===== config.mk =====
export PLATFORM = sky130hd
export DESIGN_NAME = serial_out_rx
export DESIGN_NICKNAME = d
export VERILOG_FILES = /design/src/rtl/serial_out_rx_pkg.sv /design/src/rtl/serial_out_rx_byte_fifo.sv /design/src/rtl/serial_out_rx.sv
export SDC_FILE = /design/constraint.sdc
export NUM_CORES = 1
export LEC_CHECK = 0
export CORE_MARGIN = 2
export CORE_UTILIZATION = 45
export CTS_BUF_LIST = sky130_fd_sc_hd__clkbuf_4 sky130_fd_sc_hd__clkbuf_8
export CTS_CLUSTER_SIZE = 30
export DETAILED_ROUTE_END_ITERATION = 10
export PLACE_DENSITY_LB_ADDON = 0.05
export RECOVER_POWER = 100
export SETUP_SLACK_MARGIN = 0.02
export SLEW_MARGIN = 0
export SYNTH_ARGS = -nofsm -noshare
export SYNTH_HDL_FRONTEND = slang
export SYNTH_SLANG_ARGS = --single-unit

===== constraint.sdc =====
create_clock -name clock -period 3.04 [get_ports clock]
set_input_delay 0.76 -clock clock [delete_from_list [all_inputs] [get_ports clock]]
set_output_delay 0.76 -clock clock [all_outputs]
set_load 0.01 [all_outputs]

===== src/rtl/serial_out_rx_pkg.sv =====
// Shared definitions for the serial_out_rx receiver: FSM states and frame constants.
package serial_out_rx_pkg;

  typedef enum logic [2:0] {
    ST_IDLE  = 3'd0,
    ST_START = 3'd1,
    ST_DATA  = 3'd2,
    ST_STOP  = 3'd3,
    ST_BREAK = 3'd4
  } rx_state_e;

  localparam int unsigned DATA_BITS  = 8;
  localparam logic        IDLE_LEVEL = 1'b1;

endpackage


===== src/rtl/serial_out_rx_byte_fifo.sv =====
// First-word-fall-through byte FIFO with a separate occupancy count.
module byte_fifo #(
  parameter  int unsigned FIFO_DEPTH = 4,
  localparam int unsigned PW         = $clog2(FIFO_DEPTH),
  localparam int unsigned CW         = PW + 1
) (
  input  logic          clock,
  input  logic          input_nclear,
  input  logic          push,
  input  logic [7:0]    push_data,
  input  logic          pop,
  output logic [7:0]    head,
  output logic [CW-1:0] count,
  output logic          full,
  output logic          empty
);

  logic [7:0]    mem_q [FIFO_DEPTH];
  logic [7:0]    mem_d [FIFO_DEPTH];
  logic [PW-1:0] wr_q, wr_d, rd_q, rd_d;
  logic [CW-1:0] count_q, count_d;
  logic          do_push, do_pop;

  assign empty = (count_q == '0);
  assign full  = (count_q == CW'(FIFO_DEPTH));
  assign head  = mem_q[rd_q];
  assign count = count_q;

  // A push into a full FIFO only lands when a pop frees a slot in the same cycle.
  always_comb begin
    do_pop  = pop & ~empty;
    do_push = push & (~full | do_pop);
    mem_d   = mem_q;
    wr_d    = wr_q;
    rd_d    = rd_q;
    if (do_push) begin
      mem_d[wr_q] = push_data;
      wr_d        = wr_q + PW'(1);
    end
    if (do_pop) begin
      rd_d = rd_q + PW'(1);
    end
    count_d = count_q + CW'(do_push) - CW'(do_pop);
  end

  // Storage, pointers and count registers.
  always_ff @(posedge clock or negedge input_nclear) begin
    if (!input_nclear) begin
      for (int unsigned i = 0; i < FIFO_DEPTH; i++) begin
        mem_q[i] <= '0;
      end
      wr_q    <= '0;
      rd_q    <= '0;
      count_q <= '0;
    end else begin
      mem_q   <= mem_d;
      wr_q    <= wr_d;
      rd_q    <= rd_d;
      count_q <= count_d;
    end
  end

endmodule


===== src/rtl/serial_out_rx.sv =====
// UART-style receiver for the CPU serial output: synchroniser, framing FSM,
// shift register and a small receive FIFO with a valid/ready read side.
module serial_out_rx
  import serial_out_rx_pkg::*;
#(
  parameter int unsigned CLKS_PER_BIT = 1,
  parameter int unsigned FIFO_DEPTH   = 4,
  parameter int unsigned CNT_W        = 8
) (
  input  logic                          clock,
  input  logic                          input_nclear,
  input  logic                          serial_in,
  output logic [7:0]                    rx_data,
  output logic                          rx_valid,
  input  logic                          rx_ready,
  output logic                          frame_error,
  output logic                          overrun,
  output logic [$clog2(FIFO_DEPTH):0]   fifo_count
);

  localparam int unsigned     BW   = $clog2(DATA_BITS);
  localparam logic [CNT_W-1:0] MID  = CNT_W'((CLKS_PER_BIT - 1) / 2);
  localparam logic [CNT_W-1:0] LAST = CNT_W'(CLKS_PER_BIT - 1);

  logic [1:0]           sync_q, sync_d;
  logic                 s_line;
  rx_state_e            state_q, state_d;
  logic [CNT_W-1:0]     cnt_q, cnt_d;
  logic [BW-1:0]        bit_q, bit_d;
  logic [DATA_BITS-1:0] shift_q, shift_d;
  logic                 fe_q, fe_d;
  logic                 ovr_q, ovr_d;
  logic                 push;
  logic                 fifo_full, fifo_empty;

  assign s_line = sync_q[1];

  // Two-flop synchroniser on the incoming line.
  always_comb begin
    sync_d = {sync_q[0], serial_in};
  end

  always_ff @(posedge clock or negedge input_nclear) begin
    if (!input_nclear) sync_q <= {2{IDLE_LEVEL}};
    else               sync_q <= sync_d;
  end

  // Framing FSM next-state: start validation, data sampling, stop check.
  // The IDLE detection cycle is offset 0 of the start bit, so START compares
  // cnt+1 against the mid point; with a mid point of 0 the detection itself is
  // the start sample and START is skipped.
  always_comb begin
    state_d = state_q;
    cnt_d   = cnt_q;
    bit_d   = bit_q;
    shift_d = shift_q;
    push    = 1'b0;
    fe_d    = 1'b0;
    unique case (state_q)
      ST_IDLE: begin
        if (s_line != IDLE_LEVEL) begin
          cnt_d   = '0;
          bit_d   = '0;
          state_d = (MID == '0) ? ST_DATA : ST_START;
        end
      end
      ST_START: begin
        if (cnt_q + CNT_W'(1) == MID) begin
          cnt_d   = '0;
          bit_d   = '0;
          state_d = (s_line != IDLE_LEVEL) ? ST_DATA : ST_IDLE;
        end else begin
          cnt_d = cnt_q + CNT_W'(1);
        end
      end
      ST_DATA: begin
        if (cnt_q == LAST) begin
          cnt_d   = '0;
          shift_d = {s_line, shift_q[DATA_BITS-1:1]};
          if (bit_q == BW'(DATA_BITS - 1)) state_d = ST_STOP;
          else                             bit_d   = bit_q + BW'(1);
        end else begin
          cnt_d = cnt_q + CNT_W'(1);
        end
      end
      ST_STOP: begin
        if (cnt_q == LAST) begin
          cnt_d = '0;
          if (s_line == IDLE_LEVEL) begin
            push    = 1'b1;
            state_d = ST_IDLE;
          end else begin
            fe_d    = 1'b1;
            state_d = ST_BREAK;
          end
        end else begin
          cnt_d = cnt_q + CNT_W'(1);
        end
      end
      ST_BREAK: begin
        if (s_line == IDLE_LEVEL) state_d = ST_IDLE;
      end
      default: state_d = ST_IDLE;
    endcase
  end

  // A completed byte is lost only when the FIFO is full and not popped this cycle.
  always_comb begin
    ovr_d = push & fifo_full & ~(rx_valid & rx_ready);
  end

  // FSM, counters, shift register and registered pulse outputs.
  always_ff @(posedge clock or negedge input_nclear) begin
    if (!input_nclear) begin
      state_q <= ST_IDLE;
      cnt_q   <= '0;
      bit_q   <= '0;
      shift_q <= '0;
      fe_q    <= 1'b0;
      ovr_q   <= 1'b0;
    end else begin
      state_q <= state_d;
      cnt_q   <= cnt_d;
      bit_q   <= bit_d;
      shift_q <= shift_d;
      fe_q    <= fe_d;
      ovr_q   <= ovr_d;
    end
  end

  byte_fifo #(
    .FIFO_DEPTH (FIFO_DEPTH)
  ) u_fifo (
    .clock        (clock),
    .input_nclear (input_nclear),
    .push         (push),
    .push_data    (shift_q),
    .pop          (rx_ready),
    .head         (rx_data),
    .count        (fifo_count),
    .full         (fifo_full),
    .empty        (fifo_empty)
  );

  assign rx_valid    = ~fifo_empty;
  assign frame_error = fe_q;
  assign overrun     = ovr_q;

endmodule

==> summary.txt, run 1 <==
Outcome
  • Status: finished, violations left
  • Violated checks: max-capacitance violations, max-slew violations

Setup path
  • FF-to-FF Start: cnt_q[0]
  • Worst setup path startpoint: u_fifo.rd_q[0]
  • CP Max Fanout: 10
  • Crit start category: flip-flop
  • CP Capture Type: primary output
  • Worst endpoint required time: ~2.3 ns
  • Reg-to-reg endpoint: u_fifo.mem_q[31]
  • Crit path kind: reg2out
  • R2R depth: 8
  • Worst R2R Setup Slack: roughly 0.42 ns
  • WP data arrival: 2.02 ns
  • Worst Setup EP: rx_data[2]

Floorplan
  • Row count: 30
  • Full die area: 7690 um2
  • # IOs: 18
  • Starting Density: 46.4%
  • Core area: 6790 um2
  • Die X: 87.7 um
  • Die height: 87.7 um

Timing
  • Final period demand of the worst path: 2.78 ns
  • Max Freq: 360 MHz
  • Max Clock Skew: 0.00639 ns
  • Worst-margin pin slew: 1.62 ns
  • Final Max Slew Viols: between 60 and 70
  • Worst setup margin: 0.264 ns
  • Max-slew headroom: -8.23%
  • Post-route setup TNS: 0 ns
  • Unrepaired setup endpoints after global routing: no
  • Final hold vios: 0
  • Final Cycle Share: 91.3%
  • Finish-stage setup viols: 0

Clock tree
  • Max Root-Sink Buffers: 2
  • # hold bufs at CTS: 0
  • Root buffer cell: clkbuf_8
  • Clock sink total: 65
  • CTS resizes: 0
  • Clock insertion delay at the later pin of the skew report: about 0.33 ns
  • Clk slew on worst S/H paths: 0.06 ns
  • Post-CTS setup buffers: 0
  • CTS tree: done
  • H-Tree Depth: 3
  • TritonCTS Buffers: 9

Placed design
  • HPWL after DPL: 3.82 mm
  • IO buf count: 17
  • Placer congestion estimate: between 0.7 and 0.8
  • DP Worst Slack: between 0.4 and 0.5 ns
  • Area after DPL: approximately 3500 um2

Global routing
  • Initial antenna violation count: 0
  • Grt ovf: 0
  • Global Route Usage Sum: around 17%
  • Largest net degree at the start of global routing: 66
  • First-pass GRT wire length: roughly 10 mm
  • Vias in the first global route: 2032

Cells and area
  • Nets: 291
  • Layout area overhead: 14.5%
  • Layout cell share with drive strength beyond 1: 25.7%
  • Final instance area: between 3000 and 4000 um2
  • Antenna diodes: 0

Synthesis
  • Synth warn: 0
  • Syn_area_per_cell: 12.7 um2
  • Post-synth EDFFs: 0
  • Seq/Total Area, Yosys: 51.7%
  • Register bit count reported by yosys: between 60 and 70
  • Synth cell types: 45
  • Top FF cell, synth: dfrtp_1
  • Async SR Flop Fraction: 100%
  • Mapped Cells: between 200 and 250
  • Syn Nets: 263
  • Mapped Area: approximately 3200 um2

Route
  • Detail Route Antenna Nets: 0
  • TritonRoute pass-1 iters: 6
  • Vias/cell: 5.22
  • Routed WL per cell: 15.0 um
  • DRC viols: 0
  • Post-Route WL: 5.63 mm
  • Vias: between 1.5k and 2k
  • Initial DRC count: 60

Power and ir drop
  • Leak Pwr: between 1.5 and 2 nW
  • Max VDD drop: 467 uV
  • PwrDens: 905 nW/um2

Flow run
  • Max-cap viol count: 1

Min path
  • Hold Path Class: reg2reg
## critical path, stage by stage (launching register included)
cell and delay, ns:
dfrtp_1 0.32, buf_4 0.22, mux4_2 0.52, dlygate4sd3_1 0.61
## cells in the mapped netlist (2+ instances only)
master / count / share of area (%)
a21o_1: 3 / 0.71
a21oi_1: 12 / 1.9
a31oi_1: 3 / 0.60
and3_1: 2 / 0.40
clkbuf_1: 4 / 0.48
dfrtp_1: 63 / 50
dfstp_2: 2 / 1.7
ha_1: 10 / 4.0
inv_1: 12 / 1.4
mux2_1: 2 / 0.71
mux2_2: 32 / 11
mux2_4: 5 / 2.4
mux4_2: 8 / 5.7
nand2_1: 17 / 2.0
nand2_4: 4 / 1.4
nand3_1: 5 / 0.79
nand4_1: 4 / 0.79
nor2_1: 9 / 1.1
nor3_1: 2 / 0.32
nor3b_1: 2 / 0.48
nor4_4: 2 / 1.3
nor4b_1: 2 / 0.56
o21ai_0: 14 / 2.2
or2_2: 2 / 0.40
or3_1: 4 / 0.79
xnor2_1: 3 / 0.83
xor2_1: 2 / 0.56
## sequential cells by signal, indices dropped and copies added, names as in the netlist
name,cells
shift_q,8
frame_error,1
state_q,3
u_fifo.wr_q,2
u_fifo.rd_q,2
u_fifo.mem_q,32
u_fifo.count,3
cnt_q,8
bit_q,3
sync_q,2
overrun,1
## routing by layer
layer  part of all wire [%]  GRT usage [%]
met1                     47           21.8
met2                     48           28.7
met3                    3.4           5.18
met4                    1.3           5.45
met5                      0              0
## per-stage QoR
stage / cells / power [mW] / hold slack (ns) / utilization, %
finish: 376 / 3.26 / 0.356 / 53.1
global route: 376 / 3.55 / 0.365 / 53.1
CTS: 376 / 3.41 / 0.358 / 54.3
detailed placement: 361 / 2.59 / 0.348 / 51.0
global placement: 361 / 2.57 / 0.346 / 51.0
floorplan: 248 / 2.18 / 0.345 / -
## report_power, final
part | internal (mW) | switching [mW] | total, mW
clock | 0.497 | 0.310 | 0.807
combinational | 0.588 | 0.479 | 1.07
sequential | 1.13 | 0.259 | 1.39
total | 2.22 | 1.05 | 3.26
## cell usage in the layout, fill, tap and decap left out, types with 3 or more instances in the layout
master	netlist	routed
nand4_1	4	4
mux2_2	32	32
dfrtp_1	63	63
dlygate4sd3_1	0	15
or3_1	4	4
ha_1	10	10
mux4_2	8	8
nand3_1	5	5
a31oi_1	3	3
nor2_1	9	9
nand2_1	17	22
buf_4	1	3
a21o_1	3	3
inv_1	12	12
a21oi_1	12	12
o21ai_0	14	14
clkbuf_8	0	10
nor3b_1	2	3
mux2_1	2	7
xnor2_1	3	3
## area by class of cell
class	instances	area, um2
flip-flops and latches	65	1630
fillers	597	3190
well taps	96	120
repair buffers	23	200
inverters	12	45.0
multi-input cells	165	1400
clock buffers	12	153
clock inverters	3	65.1
## logic make-up after synthesis
kind of cell | share of synthesized area [%]
buf+inv | 2.26
simple gates | 12.3
mux | 20.2
flops | 51.7
xor+xnor | 1.39
compound gates | 7.46
fa+ha+maj | 4.61
## how the worst min path moves through the flow
stage / slack (ns) / endpoint / start / cells after the start
floorplan: 0.35 / sync_q[1] / sync_q[0] / 0
global placement: 0.35 / sync_q[1] / sync_q[0] / 0
detailed placement: 0.35 / sync_q[1] / sync_q[0] / 0
CTS: 0.36 / sync_q[1] / sync_q[0] / 0
global route: 0.36 / sync_q[1] / sync_q[0] / 0
finish: 0.36 / sync_q[1] / sync_q[0] / 0
No activity file was read; power rests on OpenSTA's default activity.
==> run 2, diff against run 1 <==
- CTS_CLUSTER_SIZE: 30 -> 8
==> results of run 2 <==
No change in the layout: final DEF, timing and power equal those of run 1.
==> run 3, diff against run 2 <==
- CORE_MARGIN: 2 -> unset
- CORE_UTILIZATION: 45 -> 50
==> run 3 against run 2 <==
Effect of this change: clock skew increased by 0.0013 ns; the run still ends with max-capacitance violations, max-slew violations left; fmax decreased by 3.3%; die area is 14% lower; global-route usage rose by 2.6 points.
==> summary.txt, run 3 (synthesis gave the netlist of run 1 again) <==
Power and ir drop
  • Max VDD drop: 539 uV (+15%)
  • Leak Pwr: 1.67 nW (-1.3%)
  • Power, Total: 3.32 mW (+1.7%)
  • PwrDens: 929 nW/um2 (+2.7%)

Cells and area
  • Final instance area: 3570 um2 (-0.97%)
  • Most frequent cells in the layout: dfrtp_1, mux2_2, nand2_1
  • Layout cell share with drive strength beyond 1: 26.3% (+0.62 points)
  • Number of flip-flops in the largest register: 32 (unchanged)
  • Largest registers: u_fifo.mem_q x32, cnt_q x8, shift_q x8
  • Most flops, register: u_fifo.mem_q
  • Layout area overhead: 13.3%
  • Most common cell after layout, fill and taps aside: dfrtp_1
  • Nets: 291 (unchanged)
  • Post-layout util: 59.6% (+6.5 points)
  • Antenna diodes: 0 (unchanged)

Min path
  • Hold Path Class: reg2reg
  • Min-delay src: sync_q[0]

Timing
  • Worst-margin pin slew: 1.57 ns (-0.0502 ns)
  • Final hold vios: 0 (unchanged)
  • Final Cycle Share: 94.4% (+3.1 points)
  • Max Freq: 348 MHz (-3.3%)
  • Max-slew headroom: -4.88% (+3.3 points)
  • Final period demand of the worst path: 2.87 ns (+0.0951 ns)
  • Post-route setup TNS: 0 ns (unchanged)
  • Unrepaired setup endpoints after global routing: no
  • Worst hold margin: 0.358 ns (+0.00194 ns)
  • Final Max Slew Viols: 66 (unchanged)
  • Max Clock Skew: 0.00769 ns (+0.00130 ns)
  • Finish-stage setup viols: 0 (unchanged)

Route
  • Initial DRC count: 80 (+33%)
  • Vias: 1952 (-0.56%)
  • Routed WL per cell: 15.5 um (+3.6%)
  • TritonRoute pass-1 iters: 4 (-2)
  • DRC viols: 0 (unchanged)
  • Detail Route Antenna Nets: 0 (unchanged)
  • Post-Route WL: 5.52 mm (-1.9%)
  • Vias/cell: 5.48 (+5.0%)

Outcome
  • Violated checks: max-capacitance violations, max-slew violations
  • Status: finished, violations left

Clock tree
  • TritonCTS Buffers: 9 (unchanged)
  • Clock insertion delay at the later pin of the skew report: 0.34 ns (about the same)
  • Post-CTS setup buffers: 0 (unchanged)
  • CTS tree: done
  • H-Tree Depth: 3 (unchanged)
  • Clock sink total: 65 (unchanged)
  • Clk slew on worst S/H paths: 0.08 ns (+0.02 ns)
  • # hold bufs at CTS: 0 (unchanged)
  • Root buffer cell: clkbuf_8
  • CTS resizes: 0 (unchanged)
  • Max Root-Sink Buffers: 2 (unchanged)

Floorplan
  • Die height: 81.4 um (-7.2%)
  • Die X: 81.4 um (-7.2%)
  • Core area: 5990 um2 (-12%)
  • Full die area: 6630 um2 (-14%)
  • Starting Density: 52.6% (+6.2 points)
  • # IOs: 18 (unchanged)
  • Row count: 28 (-6.7%)

Global routing
  • Largest net degree at the start of global routing: 66 (unchanged)
  • Initial antenna violation count: 0 (unchanged)
  • Vias in the first global route: 2011 (-1.0%)
  • First-pass GRT wire length: 9.55 mm (-5.0%)
  • Global Route Usage Sum: 19.9% (+2.6 points)
  • Grt ovf: 0 (unchanged)

Placed design
  • Placer congestion estimate: 0.787 (+0.42%)
  • IO buf count: 17 (unchanged)
  • Area after DPL: 3430 um2 (-1.1%)
  • HPWL after DPL: 3.83 mm (+0.18%)

Setup path
  • Worst endpoint required time: 2.28 ns (about the same)
  • Crit start category: flip-flop
  • CP Max Fanout: 9 (-1)
  • CP Capture Type: primary output
  • WP data arrival: 2.11 ns (+0.09 ns)
  • FF-to-FF Start: cnt_q[4]
  • Worst setup path startpoint: u_fifo.rd_q[0]
  • Crit path kind: reg2out

Flow run
  • Max-cap viol count: 1 (unchanged)
==> run 3: changes by cell type in the layout (fill, tap and decap cells not counted), sizes merged <==
cell and change:
clkinvlp +1, clkbuf -3, clkinv +1, dlygate4sd3 -7, inv +1, clkdlybuf4s50 +7, buf +1
==> run 3: final cells by class <==
| class | instances | area, um2 |
|---|---|---|
| fillers | 498 | 2420 |
| flip-flops and latches | 65 | 1630 |
| multi-input cells | 165 | 1370 |
| repair buffers | 23 | 204 |
| clock buffers | 10 | 138 |
| well taps | 75 | 93.8 |
| clock inverters | 6 | 90.1 |
| inverters | 12 | 45.0 |
==> run 3: metal layers <==
| layer | global-route usage, % | wire, um | vias up | share of wire (%) |
|---|---|---|---|---|
| li1 | - | - | 957 | - |
| met1 | 26.2 | 2660 | 950 | 48 |
| met2 | 30.4 | 2570 | 33 | 47 |
| met3 | 4.38 | 142 | 12 | 2.6 |
| met4 | 10.7 | 144 | 0 | 2.6 |
| met5 | 0 | 0 | - | 0 |
==> run 3: final timing paths <==
check / endpoint / slack, ns / depth (start not counted)
hold / removal: sync_q[1] / 0.36 / 0
hold reg to reg: sync_q[1] / 0.36 / 0
setup reg to reg: u_fifo.mem_q[31] / 0.19 / 6
min in group asynchronous: u_fifo.rd_q[0] / 0.89 / 2
setup / recovery: rx_data[1] / 0.17 / 2
max in group asynchronous: cnt_q[2] / 1.21 / 2
==> run 3: power breakdown <==
part           switching [mW]  total (mW)  internal, mW
Clock                   0.351       0.838         0.487
Combinational           0.444        1.05         0.608
Sequential              0.300        1.43          1.13
==> run 3: metrics by stage <==
stage	worst slack, ns	instances
floorplan	0.723	248
finish	0.169	356
global placement	0.499	340
global route	0.0244	356
CTS	0.111	356
detailed placement	0.466	340
==> run 3: critical path, cell delays in order, from the launching register on <==
cell and delay (ns):
dfrtp_1 0.70, mux4_2 0.58, clkdlybuf4s50_1 0.49
